### config.mk
export PLATFORM = sky130hd
export DESIGN_NAME = sr_multicycle
export DESIGN_NICKNAME = d
export VERILOG_FILES = /design/src/rtl/shift_pkg.sv /design/src/rtl/sr_stage_mux.sv /design/src/rtl/sr_multicycle.sv
export SDC_FILE = /design/constraint.sdc
export NUM_CORES = 1
export LEC_CHECK = 0
export ABC_AREA = 1
export CORE_ASPECT_RATIO = 0.5
export CORE_MARGIN = 3
export CORE_UTILIZATION = 35
export DETAILED_ROUTE_END_ITERATION = 8
export MAX_ROUTING_LAYER = met4
export PLACE_DENSITY = 0.69
export SLEW_MARGIN = 20
export SYNTH_ARGS = -nofsm -noshare
export SYNTH_HDL_FRONTEND = slang
export SYNTH_SLANG_ARGS = --single-unit
### constraint.sdc
create_clock -name clock -period 3.48 [get_ports clock]
set_clock_uncertainty 0.1 [all_clocks]
set_input_delay 0.348 -clock clock [delete_from_list [all_inputs] [get_ports clock]]
set_output_delay 0.348 -clock clock [all_outputs]
set_load 0.01 [all_outputs]
### src/rtl/shift_pkg.sv
// Shared constants and FSM state type for the shift paths.
package shift_pkg;

  localparam int WIDTH        = 32;
  localparam int AMT_W        = 5;
  localparam int SHIFT_STAGES = 5;
  localparam int STAGE_MAX    = 4;
  localparam int STAGE_W      = 3;

  typedef enum logic [1:0] {
    IDLE  = 2'd0,
    SHIFT = 2'd1,
    DONE  = 2'd2
  } sr_state_e;

endpackage

### src/rtl/sr_stage_mux.sv
// One power-of-two right-shift stage: shifts by 2^stage_i with fill_i when en_i,
// otherwise passes the operand through unchanged.
module sr_stage_mux
  import shift_pkg::*;
(
  input  logic [WIDTH-1:0]   data_i,
  input  logic [STAGE_W-1:0] stage_i,
  input  logic               fill_i,
  input  logic               en_i,
  output logic [WIDTH-1:0]   data_o
);

  logic [WIDTH-1:0] cand [SHIFT_STAGES];

  for (genvar gi = 0; gi < SHIFT_STAGES; gi++) begin : g_cand
    localparam int DIST = 1 << gi;
    assign cand[gi] = {{DIST{fill_i}}, data_i[WIDTH-1:DIST]};
  end

  always_comb begin
    data_o = data_i;
    if (en_i) begin
      for (int i = 0; i < SHIFT_STAGES; i++) begin
        if (stage_i == STAGE_W'(i)) data_o = cand[i];
      end
    end
  end

endmodule

### src/rtl/sr_multicycle.sv
// Iterative right shifter, one stage (16,8,4,2,1) per cycle, start/ready handshake.
// Optional SR_EARLY_EXIT_EN: finish as soon as no lower amount bits remain.
module sr_multicycle
  import shift_pkg::*;
(
  input  logic             clock,
  input  logic             reset,
  input  logic             ctrl_start,
  input  logic [WIDTH-1:0] data_operandA,
  input  logic [AMT_W-1:0] ctrl_shiftamt,
  input  logic             ctrl_arith,
  output logic             busy,
  output logic             data_resultRDY,
  output logic [WIDTH-1:0] data_result
);

  sr_state_e          state_q, state_d;
  logic [WIDTH-1:0]   acc_q, acc_d;
  logic [AMT_W-1:0]   rem_q, rem_d;
  logic [STAGE_W-1:0] stage_q, stage_d;
  logic               fill_q, fill_d;
  logic [WIDTH-1:0]   stage_out;
  logic               last_stage;

  sr_stage_mux u_stage_mux (
    .data_i  (acc_q),
    .stage_i (stage_q),
    .fill_i  (fill_q),
    .en_i    (rem_q[stage_q]),
    .data_o  (stage_out)
  );

`ifdef SR_EARLY_EXIT_EN
  logic [AMT_W-1:0] low_mask;
  // Bits below the current stage; when none are set the remaining stages are no-ops.
  assign low_mask   = (AMT_W'(1) << stage_q) - AMT_W'(1);
  assign last_stage = (stage_q == '0) || ((rem_q & low_mask) == '0);
`else
  assign last_stage = (stage_q == '0);
`endif

  always_comb begin
    state_d = state_q;
    acc_d   = acc_q;
    rem_d   = rem_q;
    stage_d = stage_q;
    fill_d  = fill_q;
    unique case (state_q)
      IDLE, DONE: begin
        if (ctrl_start) begin
          acc_d   = data_operandA;
          rem_d   = ctrl_shiftamt;
          fill_d  = ctrl_arith & data_operandA[WIDTH-1];
          stage_d = STAGE_W'(STAGE_MAX);
          state_d = SHIFT;
        end else begin
          state_d = IDLE;
        end
      end
      SHIFT: begin
        acc_d = stage_out;
        if (last_stage) begin
          stage_d = STAGE_W'(STAGE_MAX);
          state_d = DONE;
        end else begin
          stage_d = stage_q - STAGE_W'(1);
        end
      end
      default: state_d = IDLE;
    endcase
  end

  always_ff @(posedge clock or negedge reset) begin
    if (!reset) begin
      state_q <= IDLE;
      acc_q   <= '0;
      rem_q   <= '0;
      stage_q <= STAGE_W'(STAGE_MAX);
      fill_q  <= 1'b0;
    end else begin
      state_q <= state_d;
      acc_q   <= acc_d;
      rem_q   <= rem_d;
      stage_q <= stage_d;
      fill_q  <= fill_d;
    end
  end

  assign busy           = (state_q == SHIFT);
  assign data_resultRDY = (state_q == DONE);
  assign data_result    = acc_q;

endmodule

=== After elaboration in Yosys (flattened, before gate mapping) ===
Cells that the tools add are included.

* Multiply operators: 0
* Multiplexer cells: 16
* $add $sub $neg: 1
* Reductions and logical operators: 7
* Magnitude comparators: 1
* Divide/modulo/power cells: 0
* Bitwise gates (word level): 1
* Shift operators: 0
* Equality and inequality tests: 10

{| class="wikitable"
|+ Operator list
! operator !! number
|-
| $mux 32 || 7
|-
| $pmux 32 s2 || 1
|-
| $eq 3x2->1 const B || 2
|-
| $mux 3 || 2
|-
| $ne 6x1->1 const B || 1
|-
| $pmux 3 s2 || 1
|-
| $lt 3x4->1 const B || 1
|-
| $ne 2x1->1 const B || 2
|-
| $pmux 2 s2 || 1
|-
| $reduce_and 2->1 || 2
|-
| $reduce_and 4->1 || 1
|-
| $bmux 1 s3 || 1
|-
| $eq 3x1->1 const B || 1
|-
| $eq 3x3->1 const B || 1
|-
| $logic_not 3->1 || 1
|-
| $sub 3x1->3 const B || 1
|-
| $eq 2x1->1 const B || 1
|-
| $eq 2x2->1 const B || 1
|-
| $logic_not 2->1 || 1
|-
| $mux 1 || 2
|-
| $mux 2 || 1
|-
| $ne 2x2->1 const B || 1
|-
| $reduce_bool 2->1 || 1
|-
| $reduce_or 2->1 || 1
|-
| $and 1x1->1 || 1
|}

* Memories kept: 0
* Output and inout port bits: 34
* RAM bits: 0
* ROM bits: 0
* Latch bits: 0
* Bits in registers: 43

=== Logic depth before layout (Yosys ltp) ===
* Depth in word-level cells: 8
* Depth in mapped cells: 14
* Depth with buffers taken out: 11

=== Cells and area by module ===
From an unflattened synthesis, not the netlist that was laid out.

* Cell total of the unflattened synthesis: 612
* Area total of the unflattened synthesis: 3796.1 sq um

{| class="wikitable"
|+ By module, submodules not included
! module !! sequential area each (sq um) !! cells each !! area each (sq um) !! instances
|-
| sr_multicycle || 1077.3 || 270 || 2135.8 || 1
|-
| sr_stage_mux || 0.0 || 342 || 1660.3 || 1
|}

=== Worst setup path after synthesis ===
OpenSTA, ideal clock, no wires.

* Path kind: reg-to-reg
* From: reg stage_q[2]
* To: reg acc_q[8] (netlist: data_result[8])
* Clock period less this slack: 1676 ps
* Arrival: 1454 ps
* Stages on the path, launching flop included: 12
* Slack: 1804 ps
* Required time: 3258 ps
* Cell sequence: dfstp_2 -> inv_2 -> nor2_8 -> nand2_2 -> nand2_1 -> inv_1 -> nand2_2 -> nand2_2 -> buf_6 -> buf_6 -> nor2_1 -> a21oi_2

* Word-level cells in the longest chain between the ends: 7
* Elaborated cells between the ends (all ways): 16
* Those cells by class: 6 x eq/ne; 8 x mux; 2 x reduce/logical

{| class="wikitable"
|+ Ends and longest elaborated chain
! item !! line !! RTL
|-
| from (decl) || sr_multicycle.sv:20 || <nowiki>logic [STAGE_W-1:0] stage_q, stage_d;</nowiki>
|-
| from (signal assigned) || sr_multicycle.sv:78 || <nowiki>stage_q <= STAGE_W'(STAGE_MAX);</nowiki>
|-
| from (signal assigned) || sr_multicycle.sv:84 || <nowiki>stage_q <= stage_d;</nowiki>
|-
| $eq 3x1->1 || sr_stage_mux.sv:24 || <nowiki>if (stage_i == STAGE_W'(i)) data_o = cand[i];</nowiki>
|-
| $mux 32 (4 in a row) || sr_stage_mux.sv:24 ||
|-
| $mux 32 || sr_stage_mux.sv:22 || <nowiki>if (en_i) begin</nowiki>
|-
| $pmux 32 s2 || sr_multicycle.sv:48 || <nowiki>unique case (state_q)</nowiki>
|-
| to (signal assigned) || sr_multicycle.sv:76 || <nowiki>acc_q <= '0;</nowiki>
|-
| to (signal assigned) || sr_multicycle.sv:82 || <nowiki>acc_q <= acc_d;</nowiki>
|-
| to (decl) || sr_multicycle.sv:18 || <nowiki>logic [WIDTH-1:0] acc_q, acc_d;</nowiki>
|}

Parallel ways exist; a longest one is shown, timed or not. The select of a mux whose other input is x is not followed.
A chain may end at the register's enable or synchronous reset.

=== Worst setup path in the final report ===
* From: reg state_q[0]
* To: reg acc_q[21] (netlist: data_result[21])

* Word-level cells in the longest chain between the ends: 4
* Elaborated cells between the ends (all ways): 10
* Those cells by class: 5 x eq/ne; 1 x mux; 4 x reduce/logical

{| class="wikitable"
|+ Ends and longest elaborated chain
! item !! line !! RTL
|-
| from (decl) || sr_multicycle.sv:17 || <nowiki>sr_state_e state_q, state_d;</nowiki>
|-
| from (signal assigned) || sr_multicycle.sv:81 || <nowiki>state_q <= state_d;</nowiki>
|-
| $eq 2x2->1 or $logic_not 2->1 (tied branches) || sr_multicycle.sv:48 ||
|-
| $reduce_or 2->1 || sr_multicycle.sv:48 ||
|-
| $ne 2x2->1 (no line) or $reduce_bool 2->1 (tied branches) || n/a ||
|-
| $reduce_and 4->1 (no line) || n/a ||
|}

Parallel ways exist; a longest one is shown, timed or not.

==> metrics.cfg <==
[route]
drtIter0Drc = 376
vias_per_cell = 4.89
vias = 3725
drt-wirelength-per-cell_um = 13.9
drt_wl_total_mm = 10.6
drcViolationCount = 0
drt_first_pass_iters = 5
ant_nets = 0

[synth]
syn_nets = 613
avgSynthCellArea_um2 = 5.95
ys_seq_elements = 43
yosysSeqAreaShare_pct = 31.7
synthDistinctLibCells = 30
syn_area_mm2 = 0.00340
synthCells = 572
yosys_warnings = 0

[timing]
finalSetupTns_ns = 0
hold_viol = 42
max_freq_mhz = 413
slew_violations = 0
rsz0062_at_grt = no
finalSetupViolations = 0
min_period_over_period_pct = 69.5
holdWs_ns = -0.0483
max_slew.worst_pin.slew_ns = 0.894
finalWorstSetupSlack_ns = 1.06
fin_crit_ns = 2.42
slew-limit-headroom_pct = 40.3

[die]
die_y_um = 75.7
die_w_um = 145
pin_count = 75
num_rows = 24
die_area_mm2 = 0.0110
core_mm2 = 0.00907
initial_core_util_pct = 37.5

[clock_tree]
cts_setup_buffers = 0
cts_max_level = 2
clk_latency_ns = 0.29
cts.path.max_buffers = 2
clk_pin_slew_ns = 0.07
cts_tree = done
cts_hold_buffers = 0
cts_made_buffers = 5
cts_resized = 0
cts_root_buf = clkbuf_16
clkSinkCount = 43

[min_path]
hold_class = in2async

[cells_and_area]
n_antenna_cell = 0
final_nets = 671
syn_to_final_growth_pct = 27.4
final_common_cell = nand2_1
drive_above_1_share_pct = 6.81
layout_common_cells = 266 x nand2_1, 73 x clkdlybuf4s50_1, 54 x nor2_1, 51 x inv_1, 44 x o21ai_0

[worst_setup_path]
critPathArrivalTime_ns = 2.50
worstPathRequired_ns = 3.56
critPathKind = reg2reg
critPathLaunchType = flop
reg2reg_from = state_q[0]
worstSetupEndpointType = flop
path_max_fanout = 35
startpoint = state_q[0]

[grt]
grt_pass1_wl_mm = 17.7
grt-ovfl-total = 0
antenna_found_initial = 0
grt_pass1_vias = 3445
grt_start_max_net_pins = 46
grt_usage_pct = 20.5

[flow_run]
max-cap-violations = 0

[outcome]
status = finished, violations left
violations = negative hold slack

[place]
pre_cts_slack_ns = 1.08
port_buffers = 74
place_hpwl_mm = 7.57
gp_congestion = 0.939

[power_and_ir_drop]
power.density_mw_per_mm2 = 1100
vdd_ir_drop_max_v = 0.000451
total_leakage_power_nw = 2.29

## worst max-delay path, cell delays in order, from the launching register on
cell and delay, ns:
dfrtp_1 0.38, inv_1 0.11, nor2_4 0.04, inv_1 0.48, nand2_1 0.25, nand2_2 0.29, buf_4 0.44, nor2_1 0.08
nand2_1 0.08, nand2_1 0.04
## stage by stage
stage | cell area, um2 | hold slack (ns) | power [mW] | util [%] | cells
2_1_floorplan | 3400 | -0.0476 | 3.28 | - | 572
3_3_place_gp | 4160 | 0.365 | 4.12 | 45.9 | 753
3_5_place_dp | 4160 | 0.370 | 4.18 | 45.9 | 753
4_1_cts | 4330 | 0.165 | 4.75 | 47.8 | 761
5_1_grt | 4330 | 0.00106 | 5.27 | 47.8 | 761
6_report | 4330 | -0.0483 | 4.76 | 47.8 | 761
## cell usage after synthesis
| library cell | count | area share (%) |
|---|---|---|
| inv_4 | 2 | 0.37 |
| a21oi_2 | 1 | 0.26 |
| nor2_4 | 1 | 0.33 |
| a21oi_1 | 7 | 1.0 |
| nor2_2 | 11 | 2.0 |
| a22oi_1 | 8 | 1.8 |
| buf_2 | 10 | 1.5 |
| buf_4 | 4 | 0.88 |
| nand3_2 | 1 | 0.29 |
| dfrtp_1 | 42 | 31 |
| nand3_4 | 1 | 0.51 |
| buf_8 | 1 | 0.44 |
| buf_6 | 4 | 1.3 |
| nor2_8 | 1 | 0.59 |
| inv_1 | 51 | 5.6 |
| nor2_1 | 54 | 6.0 |
| clkbuf_2 | 2 | 0.29 |
| clkbuf_1 | 7 | 0.77 |
| clkinv_1 | 1 | 0.11 |
| o21ai_0 | 44 | 6.5 |
| or2_2 | 1 | 0.18 |
| nand2_2 | 4 | 0.74 |
| o211ai_1 | 5 | 1.1 |
| o22ai_1 | 2 | 0.37 |
| nand4_1 | 5 | 0.92 |
| dfstp_2 | 1 | 0.77 |
| nand2_4 | 1 | 0.33 |
| inv_2 | 4 | 0.44 |
| nand3_1 | 30 | 4.4 |
| nand2_1 | 266 | 29 |
## routing by layer
layer | wire, um | track usage [%] | share of wire, %
met4 | 56 | 3.58 | 0.53
met5 | 0 | - | 0
met3 | 762 | 4.22 | 7.2
met2 | 4580 | 30.8 | 43
met1 | 5170 | 29.1 | 49
## final cells by class
| class | count | area (um2) |
|---|---|---|
| repair buffers | 79 | 776 |
| inverters | 58 | 223 |
| well taps | 130 | 163 |
| clock inverters | 3 | 43.8 |
| clock buffers | 5 | 125 |
| fillers | 969 | 4730 |
| flip-flops and latches | 43 | 1080 |
| multi-input cells | 443 | 1930 |
## registers in the layout, summed over array words and instances, names as in the netlist
register / cells
data_result: 32
rem_q: 5
stage_q: 3
state_q: 2
fill_q: 1
## worst paths after layout
kind                                   end  slack, ns  depth (start not counted)
max in group asynchronous  data_result[12]       2.91                          1
hold / removal                  stage_q[0]      -0.05                          1
setup reg to reg           data_result[21]       1.06                          9
setup / recovery           data_result[21]       1.06                          9
hold reg to reg                   rem_q[0]       0.39                          2
min in group clock                rem_q[0]       0.39                          2
## where the power goes
| group | leakage (nW) | internal [mW] | switching (mW) | total, mW |
|---|---|---|---|---|
| registers | 0.532 | 0.765 | 0.351 | 1.12 |
| logic | 1.67 | 1.16 | 1.93 | 3.09 |
| clock network | 0.0838 | 0.339 | 0.210 | 0.549 |
## logic make-up after synthesis
group	after synthesis	share of synthesized area, %
AND/OR/NAND/NOR	376	45.6
flip-flops	43	31.7
buffers and inverters	86	11.7
AO/OA/AOI/OAI	67	11.0
Power figures use the tool's default switching activity.
